==> config.mk <==
export PLATFORM = sky130hd
export DESIGN_NAME = mem_arbiter
export DESIGN_NICKNAME = d
export VERILOG_FILES = /design/src/rtl/mem_arbiter.sv
export SDC_FILE = /design/constraint.sdc
export NUM_CORES = 1
export LEC_CHECK = 0
export ABC_AREA = 0
export ABC_CLOCK_PERIOD_IN_PS = 4100
export CAP_MARGIN = 25
export CELL_PAD_IN_SITES_DETAIL_PLACEMENT = 1
export CELL_PAD_IN_SITES_GLOBAL_PLACEMENT = 1
export CORE_ASPECT_RATIO = 1.5
export CORE_UTILIZATION = 33
export DETAILED_ROUTE_END_ITERATION = 12
export GPL_ROUTABILITY_DRIVEN = 1
export MAX_ROUTING_LAYER = met4
export PLACE_DENSITY = 0.95
export SYNTH_ARGS = -nofsm -noshare
export SYNTH_HDL_FRONTEND = slang
export SYNTH_SLANG_ARGS = --single-unit
==> constraint.sdc <==
create_clock -name clock -period 4.1 [get_ports clock]
set_input_delay 1.23 -clock clock [delete_from_list [all_inputs] [get_ports clock]]
set_output_delay 1.23 -clock clock [all_outputs]
set_load 0.05 [all_outputs]
==> src/rtl/mem_arbiter.sv <==
// Three-way SDRAM port arbiter (VDU > CPU > download) with a download starvation guard.
// Optional WAIT-state watchdog enabled by defining ARB_WATCHDOG_EN.
module mem_arbiter #(
    parameter logic [17:0] VBASE  = 18'h04000,
    parameter bit          ROM_WP = 1'b1,
    parameter logic [2:0]  STARVE = 3'd4
`ifdef ARB_WATCHDOG_EN
    ,
    parameter int          WDT_W  = 6
`endif
) (
    input  logic        clock,
    input  logic        reset,
    input  logic        vReq,
    input  logic [12:0] vA,
    output logic        vAck,
    output logic [7:0]  vQ,
    input  logic        cReq,
    input  logic        cWe,
    input  logic [15:0] cA,
    input  logic [7:0]  cD,
    output logic        cAck,
    output logic [7:0]  cQ,
    input  logic        dReq,
    input  logic [17:0] dA,
    input  logic [7:0]  dD,
    output logic        dAck,
    output logic        mReq,
    output logic        mWe,
    output logic [17:0] mA,
    output logic [7:0]  mD,
    input  logic [7:0]  mQ,
    input  logic        mRdy,
    output logic        busy,
    output logic        err
);

    typedef enum logic [1:0] {IDLE, ISSUE, WAIT, DONE} state_t;
    typedef enum logic [1:0] {G_NONE, G_VDU, G_CPU, G_DL} grant_t;

    state_t     state;
    grant_t     grant;
    logic [2:0] starve;
    logic       rom_drop;
    logic       dl_first;

`ifdef ARB_WATCHDOG_EN
    logic [WDT_W-1:0] wdt;
`else
    assign err = 1'b0;
`endif

    function automatic logic [2:0] starve_inc(input logic [2:0] s);
        return (s == STARVE) ? s : s + 3'd1;
    endfunction

    assign rom_drop = ROM_WP && cWe && (cA[15:14] == 2'b00);
    assign dl_first = dReq && (starve == STARVE);

    always_ff @(posedge clock or negedge reset) begin
        if (!reset) begin
            state  <= IDLE;
            grant  <= G_NONE;
            starve <= 3'd0;
            mReq   <= 1'b0;
            mWe    <= 1'b0;
            mA     <= 18'd0;
            mD     <= 8'd0;
            vAck   <= 1'b0;
            cAck   <= 1'b0;
            dAck   <= 1'b0;
            vQ     <= 8'd0;
            cQ     <= 8'd0;
            busy   <= 1'b0;
`ifdef ARB_WATCHDOG_EN
            wdt    <= '0;
            err    <= 1'b0;
`endif
        end else begin
            mReq <= 1'b0;
            vAck <= 1'b0;
            cAck <= 1'b0;
            dAck <= 1'b0;
            case (state)
                // IDLE: arbitrate and latch the winning command
                IDLE: begin
                    if (!dReq)
                        starve <= 3'd0;
                    if (vReq) begin
                        grant <= G_VDU;
                        mA    <= {VBASE[17:13], vA};
                        mWe   <= 1'b0;
                        mReq  <= 1'b1;
                        busy  <= 1'b1;
                        state <= ISSUE;
                    end else if (cReq && !dl_first) begin
                        grant <= G_CPU;
                        busy  <= 1'b1;
                        if (dReq)
                            starve <= starve_inc(starve);
                        if (rom_drop) begin
                            // Dropped ROM write: skip the controller but still ack
                            cAck  <= 1'b1;
                            state <= DONE;
                        end else begin
                            mA    <= {2'b00, cA};
                            mD    <= cD;
                            mWe   <= cWe;
                            mReq  <= 1'b1;
                            state <= ISSUE;
                        end
                    end else if (dReq) begin
                        grant  <= G_DL;
                        mA     <= dA;
                        mD     <= dD;
                        mWe    <= 1'b1;
                        starve <= 3'd0;
                        mReq   <= 1'b1;
                        busy   <= 1'b1;
                        state  <= ISSUE;
                    end
                end
                // ISSUE: command strobe is high for this single cycle
                ISSUE: begin
`ifdef ARB_WATCHDOG_EN
                    wdt   <= {{(WDT_W-1){1'b0}}, 1'b1};
`endif
                    state <= WAIT;
                end
                // WAIT: hold the command until the controller completes
                WAIT: begin
                    if (mRdy) begin
                        if (grant == G_VDU) vQ <= mQ;
                        if (grant == G_CPU) cQ <= mQ;
                        vAck  <= (grant == G_VDU);
                        cAck  <= (grant == G_CPU);
                        dAck  <= (grant == G_DL);
                        state <= DONE;
                    end
`ifdef ARB_WATCHDOG_EN
                    else if (wdt == '1) begin
                        err <= 1'b1;
                        if (grant == G_VDU) vQ <= 8'hFF;
                        if (grant == G_CPU) cQ <= 8'hFF;
                        vAck  <= (grant == G_VDU);
                        cAck  <= (grant == G_CPU);
                        dAck  <= (grant == G_DL);
                        state <= DONE;
                    end else begin
                        wdt <= wdt + 1'b1;
                    end
`endif
                end
                // DONE: ack is high for this single cycle
                DONE: begin
                    grant <= G_NONE;
                    busy  <= 1'b0;
                    state <= IDLE;
                end
                default: state <= IDLE;
            endcase
        end
    end

endmodule

# After elaboration in Yosys (flattened, before gate mapping)
# Index checks and enable logic that the tools add are counted.
# totals
output_inout_bits	49
in_bits	78
regBits	55
elab_cells	87
# op_classes
mux	44
n_addsub	1
n_eq_ne	12
reduce_logical	16
bitwise_logic	1
# op_table
op	count
18-bit 2-to-1 mux	4
8-bit 2-to-1 mux	3
1-bit 2-to-1 mux	19
3-bit 2-to-1 mux	6
2-bit 2-to-1 mux	8
3-bit AND reduction	3
2-bit == test, second input constant	4
4-bit != test, second input constant	2
2-bit case mux with 4 select lines	1
2-bit AND reduction	3
2-bit by 1-bit == test with 1-bit output, second input constant	2
2-bit logical NOT	2
2-bit != test, second input constant	2
1-bit case mux with 2 select lines	2
2-bit case mux with 2 select lines	1
4-bit AND reduction	1
2-bit nonzero test	2
3-bit by 1-bit adder with 3-bit output, second input constant	1
3-bit == test, second input constant	1
1-bit logical AND	3
3-bit != test, second input constant	1
3-bit nonzero test	1
1-bit logical NOT	1
1-bit inverter	1

# Depth between registers and ports, before layout
# Gate-level depths: netlist of the first run.
# depth
ltp_word	7
ltp_mapped	8

# Least setup slack after synthesis of the first run
# Ideal clock, no wire load.
# synth_path
path_type	input -> register
startpoint	input port vReq
endpoint	register grant[0]
required_time_ns	3.975
setup_ns	0.125
path_stages	6
path_buffers	2
path_slack_ns	1.759
t_arrival_ns	2.216
path_cell_list	buf_2 nor2b_4 and3_1 buf_2 nor2_1 mux2_2
# synth_via
elab_chain_cells	2
# synth_lines
element	line	rtl
from (decl)	14	input logic vReq,
4-bit != test (no line) / 2-bit 2-to-1 mux (equally long branches)	-	
2-bit AND reduction (no line) / 2-bit case mux with 2 select lines (equally long branches)	-	
to (signal assigned)	63	grant <= G_NONE;
to (signal assigned)	90	grant <= G_VDU;
to (signal assigned)	97	grant <= G_CPU;
to (decl)	42	grant_t grant;
# Parallel ways exist; a longest one is shown, timed or not.
# A chain may end at the register's enable or synchronous reset.

# Worst setup path in the final report of the first run
# layout_path
startpoint	input port dReq
endpoint	register mD[1]
# layout_via
elab_chain_cells	5
# layout_lines
element	line	rtl
from (decl)	24	input logic dReq,
1-bit logical AND	58	assign dl_first = dReq && (starve == STARVE);
1-bit logical NOT	96	end else if (cReq && !dl_first) begin
1-bit logical AND	96	
2-bit != test (no line) / 2-bit nonzero test (equally long branches)	-	
4-bit AND reduction (no line)	-	
to (signal assigned)	68	mD <= 8'd0;
to (signal assigned)	107	mD <= cD;
to (signal assigned)	115	mD <= dD;
to (decl)	31	output logic [7:0] mD,
# Parallel ways exist; a longest one is shown, timed or not.

==> impl_metrics.env, run 1 <==
export IMPL_io_pins=127
export IMPL_htree_levels=2
export IMPL_status="completed"
export IMPL_dieArea_sq_mm=0.00873
export IMPL_crit_chain="clkdlybuf4s50_1 > nand3_1 > buf_4 > nand2_1 > mux2i_1 > a21oi_1"
export IMPL_synthMuxAreaShare_pct=12.8
export IMPL_arrival_ps=3100
export IMPL_maxSlewViolCount=0
export IMPL_finalNetCount=462
export IMPL_cp_required_ps=4270
export IMPL_fill_cells=882
export IMPL_synth_top_family_by_area="compound AO/OA/AOI/OAI gates"
export IMPL_initial_utilization_pct=34.2
export IMPL_hold_class="flop to flop"
export IMPL_crit_path_start_kind="input pin"
export IMPL_relSlewSlack_pct=51.9
export IMPL_cts_resized=0
export IMPL_cp_startpoint="dReq"
export IMPL_worst_slack_ps=1170
export IMPL_max_freq_mhz=341
export IMPL_netlist_area_sq_mm=0.00276
export IMPL_slowest_delay_ps=570
export IMPL_grt_pass1_wl_microns=13200
export IMPL_r2r_worst_path_cells=7
export IMPL_synth_seq_cells=55
export IMPL_overflow=0
export IMPL_die_h_microns=114
export IMPL_setup_tns_ps=0
export IMPL_drc=0
export IMPL_drive_above_1_share_pct=10.8
export IMPL_cts_tree="done"
export IMPL_area_growth_pct=55.1
export IMPL_clockRootBuffer="clkbuf_16"
export IMPL_clock_latency_ps=300
export IMPL_peakVddDrop_uv=404
export IMPL_endpoint_kind="flop"
export IMPL_pre_cts_slack_ps=862
export IMPL_worstSetupPathType="input pin to flop"
export IMPL_max_clock_path_buffers=2
export IMPL_p_leak_uw=0.00188
export IMPL_timing_rr_start="starve[0]"
export IMPL_rsz0062_at_grt="no"
export IMPL_grt_usage_pct=20.1
export IMPL_cap_violations=0
export IMPL_synth_compound_area_share_pct=20.8
export IMPL_post_route_period_util_pct=71.6
export IMPL_grt_max_degree=31
export IMPL_cts_sinks=55
export IMPL_drt_iter0_markers=62
export IMPL_gp_congestion=0.777
export IMPL_timing_rr_end="mD[1]"
export IMPL_synthXorXnorAreaFrac_pct=0
export IMPL_dp_cells=477
export IMPL_powerDensity_mw_per_mm2=791
export IMPL_clkSlewWorstSetupHoldPaths_ps=70
export IMPL_worst_slew_pin_slew_ps=720
export IMPL_yosys_warnings=0
export IMPL_ys_types=41
export IMPL_first_global_vias=2694
export IMPL_firstDrtPassIters=4
export IMPL_rows=40
export IMPL_synth_nets=341
export IMPL_synth_fa_ha_area_share_pct=2.27
export IMPL_core_area_sq_mm=0.00806
export IMPL_ys_seq_area_share_pct=50.0
export IMPL_crit_end="mD[1]"
export IMPL_viasPerCell=5.01
export IMPL_finalHoldViolations=0
export IMPL_num_antenna_cells=0
export IMPL_path_max_fanout=30
export IMPL_slowest_stage="clkdlybuf4s50_1"
export IMPL_vias=2431
export IMPL_cts_buffers_inserted=5
export IMPL_hpwlAfterDp_microns=6440
export IMPL_postCtsHoldBufs=0
export IMPL_numPortBuffers=125
export IMPL_ff2ff_setup_slack_ps=1910
export IMPL_wl_microns=8210
export IMPL_ant_nets=0
export IMPL_synthSimpleGateAreaFrac_pct=7.72
export IMPL_fin_crit_ps=2930
export IMPL_fin_skew_ps=6.04
export IMPL_antenna_found_initial=0
export IMPL_cts_setup_buffers=0
export IMPL_die_w_microns=76.6
export IMPL_wl_per_cell_microns=16.9
export IMPL_setup_viol=0
export IMPL_fin_cells=485
export IMPL_synth_area_per_cell_sq_um=10.7
export IMPL_syn_inst=258
-- where the power goes --
part	internal, uW	switching (uW)	leakage, uW
clock	350	193	0.0000911
sequential	790	154	0.000672
combinational	686	1210	0.00112
-- sequential cells by signal, indices dropped and copies added, names as in the netlist, 2 cells and up --
name and cells:
cQ 8, grant 2, mA 18, mD 8, starve 3, state 2, vQ 8
-- how the worst min path moves through the flow --
stage,slack (ps),start,to,depth (start not counted)
detailed placement,460,vQ[0],vQ[0],2
global route,510,vQ[3],vQ[3],2
finish,480,vQ[0],vQ[0],2
global placement,460,vQ[1],vQ[1],2
CTS,480,vQ[0],vQ[0],2
floorplan,500,grant[1],grant[1],2
-- critical path: cells and delay by family --
family / cells / cell delay (ps)
AND/OR/NAND/NOR: 2 / 670
buffers and inverters: 2 / 800
multiplexers: 1 / 290
AO/OA/AOI/OAI: 1 / 100
-- cells by family after synthesis --
group           after synthesis
other cells                   1
compound gates               79
flops                        55
simple gates                 44
buf+inv                      40
fa+ha+maj                     5
mux                          34
-- metal layers --
metal	routed length [microns]	GRT usage [%]	vias up
met4	91	5.64	0
li1	-	-	1159
met3	323	2.96	6
met1	3160	21.2	1181
met5	0	-	-
met2	4640	38.4	85
-- stage by stage --
step	power [uW]	cell area (sq um)	util [%]	hold WS, ps
6_report	3380	4270	53.0	476
5_1_grt	3550	4270	53.0	511
4_1_cts	3420	4270	53.0	480
3_5_place_dp	2870	4090	50.7	464
3_3_place_gp	2790	4090	50.7	461
2_1_floorplan	2190	2760	-	497
-- area by class of cell --
class	instances	area (sq um)	share of cell area, %
inverter	24	90.1	2.11
timing repair buffer	130	1280	30.0
sequential	55	1380	32.2
tap	105	131	3.07
clock buffer	6	129	3.02
multi-input combinational	163	1200	28.2
clock inverter	2	60.1	1.41
-- placed cells by master, fill, tap and decap left out, types with 2 or more instances in the layout --
master,netlist,routed
clkbuf_16,0,5
bufinv_16,0,2
buf_4,2,5
mux2_2,9,9
a21oi_1,17,17
dfrtp_1,55,55
a32o_1,2,2
o211ai_1,2,2
ha_1,5,5
a21boi_0,14,14
o2bb2ai_1,3,3
clkdlybuf4s50_1,0,124
a31o_2,13,13
nand3_1,2,2
mux2i_1,25,25
o21ai_0,3,3
o22a_1,2,2
inv_1,22,22
nand2_1,30,30
nor2_1,3,3
nand4b_1,2,2
o22ai_1,14,14
-- synth_stat cells --
cell	instances	area share, %
a31oi_1	1	0.23
nor3b_2	1	0.45
a31o_2	13	4.1
a22o_1	1	0.32
a21oi_1	17	3.1
o22ai_2	1	0.45
o22a_1	2	0.64
a21boi_2	1	0.41
buf_6	1	0.41
conb_1	1	0.14
o211ai_1	2	0.54
and3_1	1	0.23
buf_2	8	1.5
buf_4	2	0.54
o41ai_1	1	0.32
o31ai_1	1	0.27
clkbuf_1	5	0.68
o21ai_4	1	0.59
and2_1	1	0.23
nand4b_1	2	0.64
a2bb2oi_1	1	0.32
and4_1	1	0.32
a32o_1	2	0.73
nand2_1	30	4.1
nand3b_1	1	0.27
o2bb2ai_1	3	0.95
inv_2	1	0.14
a211oi_1	1	0.27
nand4_1	1	0.23
dfrtp_1	55	50
nand3_1	2	0.36
nor2_1	3	0.41
inv_1	22	3.0
a21boi_0	14	3.8
mux2_2	9	3.7
clkinv_1	1	0.14
ha_1	5	2.3
nor2b_4	1	0.50
o22ai_1	14	3.2
o21ai_0	3	0.54
mux2i_1	25	9.1
(Power assumes the default switching activity.)
==> run 2: changes to the inputs <==
Settings changed: ABC_CLOCK_PERIOD_IN_PS 4100 to 2900, CORE_UTILIZATION 33 to 31, PLACE_DENSITY 0.95 to 0.92.
Clock period 4.1 ns to 2.9 ns, I/O delays scaled along.
==> run 2 against run 1 <==
Net effect:
- worst setup slack lost 650 ps
- final area barely moved
- global-route usage shrank 1.3 points
- hold slack lost 32 ps
- wire length hardly changed
- die area grew 6.3%
- largest cell class unchanged
- non-clock buffer count rose by 5
- register-to-register slack worse by 970 ps
- first-iteration DRC count increased by 13%
==> impl_metrics.env, run 2 (synthesized netlist as in run 1, its figures left out) <==
export IMPL_drc=0
export IMPL_hold_class="input pin to async pin"
export IMPL_timing_rr_end="mD[0]"
export IMPL_cts_buffers_inserted=5
export IMPL_endpoint_kind="output port"
export IMPL_top_register="mA"
export IMPL_maxSlewViolCount=0
export IMPL_peakVddDrop_uv=493
export IMPL_finalHoldViolations=0
export IMPL_max_clock_path_buffers=2
export IMPL_clockRootBuffer="clkbuf_16"
export IMPL_fin_skew_ps=8.76
export IMPL_vias=2476
export IMPL_layout_common_cells="clkdlybuf4s50_1, dfrtp_1, nand2_1, mux2i_1, inv_1"
export IMPL_arrival_ps=1510
export IMPL_setup_viol=0
export IMPL_grt_pass1_wl_microns=13200
export IMPL_clock_latency_ps=300
export IMPL_ant_nets=0
export IMPL_slowest_stage="clkdlybuf4s50_1"
export IMPL_cap_violations=0
export IMPL_powerDensity_mw_per_mm2=1080
export IMPL_wl_microns=8210
export IMPL_path_delay_family="buffers and inverters"
export IMPL_max_freq_mhz=420
export IMPL_dieArea_sq_mm=0.00928
export IMPL_initial_utilization_pct=32.4
export IMPL_status="completed"
export IMPL_num_antenna_cells=0
export IMPL_post_route_period_util_pct=82.1
export IMPL_cts_sinks=55
export IMPL_grt_usage_pct=18.7
export IMPL_relSlewSlack_pct=62.1
export IMPL_area_growth_pct=55.3
export IMPL_worstSetupPathType="flop to output port"
export IMPL_io_pins=127
export IMPL_numPortBuffers=125
export IMPL_slowest_delay_ps=860
export IMPL_first_global_vias=2772
export IMPL_rows=41
export IMPL_path_max_fanout=2
export IMPL_hpwlAfterDp_microns=6610
export IMPL_crit_chain="clkdlybuf4s50_1"
export IMPL_gp_congestion=0.814
export IMPL_grt_max_degree=30
export IMPL_ff2ff_setup_slack_ps=940
export IMPL_fin_area_sq_mm=0.00428
export IMPL_cp_startpoint="mA[17]"
export IMPL_path_buf_inv=1
export IMPL_drt_iter0_markers=70
export IMPL_cts_resized=0
export IMPL_place_area_sq_mm=0.00414
export IMPL_finalPower_uw=4620
export IMPL_worst_slew_pin_slew_ps=567
export IMPL_viasPerCell=5.03
export IMPL_die_w_microns=79.0
export IMPL_cts_setup_buffers=0
export IMPL_largest_register_ffs=18
export IMPL_setup_tns_ps=0
export IMPL_dp_cells=484
export IMPL_drive_above_1_share_pct=12.2
export IMPL_antenna_found_initial=0
export IMPL_die_h_microns=117
export IMPL_final_common_cell="clkdlybuf4s50_1"
export IMPL_critical_path_cell_count=1
export IMPL_crit_path_start_kind="flop"
export IMPL_finalNetCount=467
export IMPL_wl_per_cell_microns=16.7
export IMPL_clkSlewWorstSetupHoldPaths_ps=70
export IMPL_cts_tree="done"
export IMPL_fin_cells=492
export IMPL_rsz0062_at_grt="no"
export IMPL_cp_required_ps=2030
export IMPL_p_leak_uw=0.00189
export IMPL_crit_end="mA[17]"
export IMPL_core_area_sq_mm=0.00852
export IMPL_fin_crit_ps=2380
export IMPL_timing_rr_start="starve[0]"
export IMPL_overflow=0
export IMPL_firstDrtPassIters=4
export IMPL_htree_levels=2
export IMPL_postCtsHoldBufs=0
export IMPL_r2r_worst_path_cells=7
## run 2: worst min-delay path by stage
stage | cells after the start | end | startpoint | slack, ps
floorplan | 2 | grant[1] | grant[1] | 500
global placement | 2 | vQ[5] | vQ[5] | 460
detailed placement | 2 | vQ[5] | vQ[5] | 470
CTS | 1 | mA[12] | reset | 450
global route | 1 | vQ[4] | reset | 460
finish | 1 | mA[12] | reset | 440
## run 2: layout make-up
cell class	count	area, sq um
Clock buffer	5	125
Sequential cell	55	1380
Tap cell	107	134
Inverter	24	90.1
Clock inverter	3	15.0
Multi-Input combinational cell	163	1200
Timing Repair Buffer	135	1330
Fill cell	959	4240
## run 2: power breakdown
part	total, uW	internal [uW]	switching, uW
combinational	2700	982	1720
sequential	1340	1120	222
clock	583	316	268
## run 2: per-layer routing
layer	global-route usage [%]	vias to the layer above	wire (microns)
met2	34.9	93	4580
met4	5.45	0	131
li1	-	1169	-
met5	-	-	0
met1	19.5	1202	3100
met3	3.41	12	396
## run 2: metrics by stage
stage | util, % | setup WS, ps | hold slack, ps
2_1_floorplan | - | 919 | 497
3_3_place_gp | 48.6 | 297 | 462
3_5_place_dp | 48.6 | 199 | 474
4_1_cts | 50.2 | 508 | 446
5_1_grt | 50.2 | 399 | 459
6_report | 50.2 | 520 | 444
==> run 3: changes to the inputs <==
Settings changed: ABC_CLOCK_PERIOD_IN_PS 2900 to 2400.
Clock period 2.9 ns to 2.4 ns, I/O delays scaled along.
==> run 3 against run 2 <==
Net effect:
- worst setup slack worse by 330 ps
- first-iteration DRC count up 5.7%
- global-route usage up 0.39 points
- critical path depth unchanged
- flip-flop and latch count unchanged
- non-clock buffer count up 4
- clock power grew 27%
- critical endpoint is now mA[8]
- final area up 0.61%
- largest cell class unchanged
- sequential share of layout area fell by 0.20 points
==> impl_metrics.env, run 3 (synthesized netlist as in run 1, its figures left out) <==
export IMPL_dp_cells=488
export IMPL_crit_path_start_kind="flop"
export IMPL_dieArea_sq_mm=0.00928
export IMPL_largest_register_ffs=18
export IMPL_grt_usage_pct=19.1
export IMPL_grtUsageMet2_pct=36.0
export IMPL_r2r_worst_path_cells=6
export IMPL_viasPerCell=5.09
export IMPL_slowest_stage="clkdlybuf4s50_1"
export IMPL_wl_microns=8310
export IMPL_path_delay_family="buffers and inverters"
export IMPL_whs_ps=388
export IMPL_clockRootBuffer="clkbuf_16"
export IMPL_rsz0062_at_grt="no"
export IMPL_drt_iter0_markers=74
export IMPL_met1_usage_pct=19.5
export IMPL_swShare_pct=47.7
export IMPL_core_area_sq_mm=0.00852
export IMPL_worstSetupPathType="flop to output port"
export IMPL_grt_max_degree=27
export IMPL_gp_congestion=0.816
export IMPL_first_global_vias=2828
export IMPL_arrival_ps=1490
export IMPL_num_antenna_cells=0
export IMPL_peakVddDrop_uv=579
export IMPL_top_register="mA"
export IMPL_p_leak_uw=0.00190
export IMPL_finalNetCount=471
export IMPL_cp_required_ps=1680
export IMPL_internal_power_uw=2940
export IMPL_cts_sinks=55
export IMPL_fin_skew_ps=4.56
export IMPL_place_area_sq_mm=0.00416
export IMPL_path_buf_inv=1
export IMPL_cts_setup_buffers=0
export IMPL_grt_pass1_wl_microns=13400
export IMPL_vias=2523
export IMPL_fin_crit_ps=2210
export IMPL_maxSlewViolCount=0
export IMPL_seq_area_sq_mm=0.00138
export IMPL_endpoint_kind="output port"
export IMPL_fin_area_sq_mm=0.00430
export IMPL_clock_power_share_pct=13.1
export IMPL_ant_nets=0
export IMPL_antenna_found_initial=0
export IMPL_postCtsHoldBufs=0
export IMPL_cts_tree="done"
export IMPL_seqPwrFrac_pct=28.5
export IMPL_post_route_period_util_pct=92.2
export IMPL_drive_above_1_share_pct=13.1
export IMPL_hpwlAfterDp_microns=6630
export IMPL_wl_per_cell_microns=16.7
export IMPL_overflow=0
export IMPL_ff2ff_setup_slack_ps=560
export IMPL_multi_input_area_sq_mm=0.00120
export IMPL_switchingPower_uw=2690
export IMPL_worst_slew_pin_slew_ps=550
export IMPL_path_max_fanout=2
export IMPL_timing_rr_start="state[0]"
export IMPL_timing_rr_end="mA[14]"
export IMPL_powerDensity_mw_per_mm2=1310
export IMPL_relSlewSlack_pct=63.3
export IMPL_htree_levels=2
export IMPL_slowest_delay_ps=830
export IMPL_crit_chain="clkdlybuf4s50_1"
export IMPL_power_frac_comb_pct=58.4
export IMPL_rows=41
export IMPL_die_w_microns=79.0
export IMPL_die_h_microns=117
export IMPL_cap_violations=0
export IMPL_setup_viol=0
export IMPL_initial_utilization_pct=32.4
export IMPL_firstDrtPassIters=5
export IMPL_status="completed"
export IMPL_hold_class="input pin to async pin"
export IMPL_top_usage_layer="met2"
export IMPL_clkSlewWorstSetupHoldPaths_ps=70
export IMPL_grt_use_met3_pct=3.64
export IMPL_cts_buffers_inserted=5
export IMPL_io_pins=127
export IMPL_clock_latency_ps=290
export IMPL_final_common_cell="clkdlybuf4s50_1"
export IMPL_numPortBuffers=125
export IMPL_layout_common_cells="clkdlybuf4s50_1, dfrtp_1, nand2_1, mux2i_1, inv_1"
export IMPL_max_clock_path_buffers=2
export IMPL_fill_cells=964
export IMPL_finalHoldViolations=0
export IMPL_area_growth_pct=56.2
export IMPL_drc=0
export IMPL_fin_cells=496
export IMPL_max_freq_mhz=452
export IMPL_cts_resized=0
[run 3: final cells by class]
cell class / instances / area share [%]
Clock inverter: 3 / 0.552
Timing Repair Buffer: 139 / 31.4
Clock buffer: 5 / 2.91
Sequential cell: 55 / 32.0
Multi-Input combinational cell: 163 / 28.0
Tap cell: 107 / 3.11
Inverter: 24 / 2.09
[run 3: worst max-delay path by stage]
stage,from,end,slack [ps],cells past startpoint
floorplan,vReq,grant[0],570,6
finish,mA[8],mA[8],190,1
detailed placement,dReq,mA[2],-40,6
CTS,mA[8],mA[8],180,1
global route,mA[7],mA[7],150,1
global placement,vReq,grant[0],70,4
[run 3: worst reg2reg max path, cell delays in order, from the launching register on]
cell	delay, ps
dfrtp_1	410
inv_1	90
ha_1	310
nor2b_4	200
buf_4	220
and2_1	350
a2bb2oi_1	130
[run 3: metrics by stage]
stage / setup WS, ps / power [uW] / TNS, ps / util, %
6_report: 188 / 5630 / 0 / 50.5
5_1_grt: 148 / 5930 / 0 / 50.5
4_1_cts: 178 / 5700 / 0 / 50.5
3_5_place_dp: -40.3 / 4930 / -91.5 / 48.8
3_3_place_gp: 74.6 / 4810 / 0 / 48.8
2_1_floorplan: 569 / 3740 / 0 / -
[run 3: layer usage]
metal | vias up | routed length, microns
li1 | 1179 | -
met1 | 1226 | 3080
met2 | 104 | 4640
met3 | 14 | 438
met4 | 0 | 148
met5 | - | 0
[run 3: power groups by stage]
stage | clock network, uW | registers [uW] | logic (uW)
5_1_grt | 792 | 1660 | 3470
4_1_cts | 759 | 1620 | 3320
3_3_place_gp | 0 | 1600 | 3220
6_report | 738 | 1610 | 3290
2_1_floorplan | 0 | 2850 | 886
3_5_place_dp | 0 | 1630 | 3310
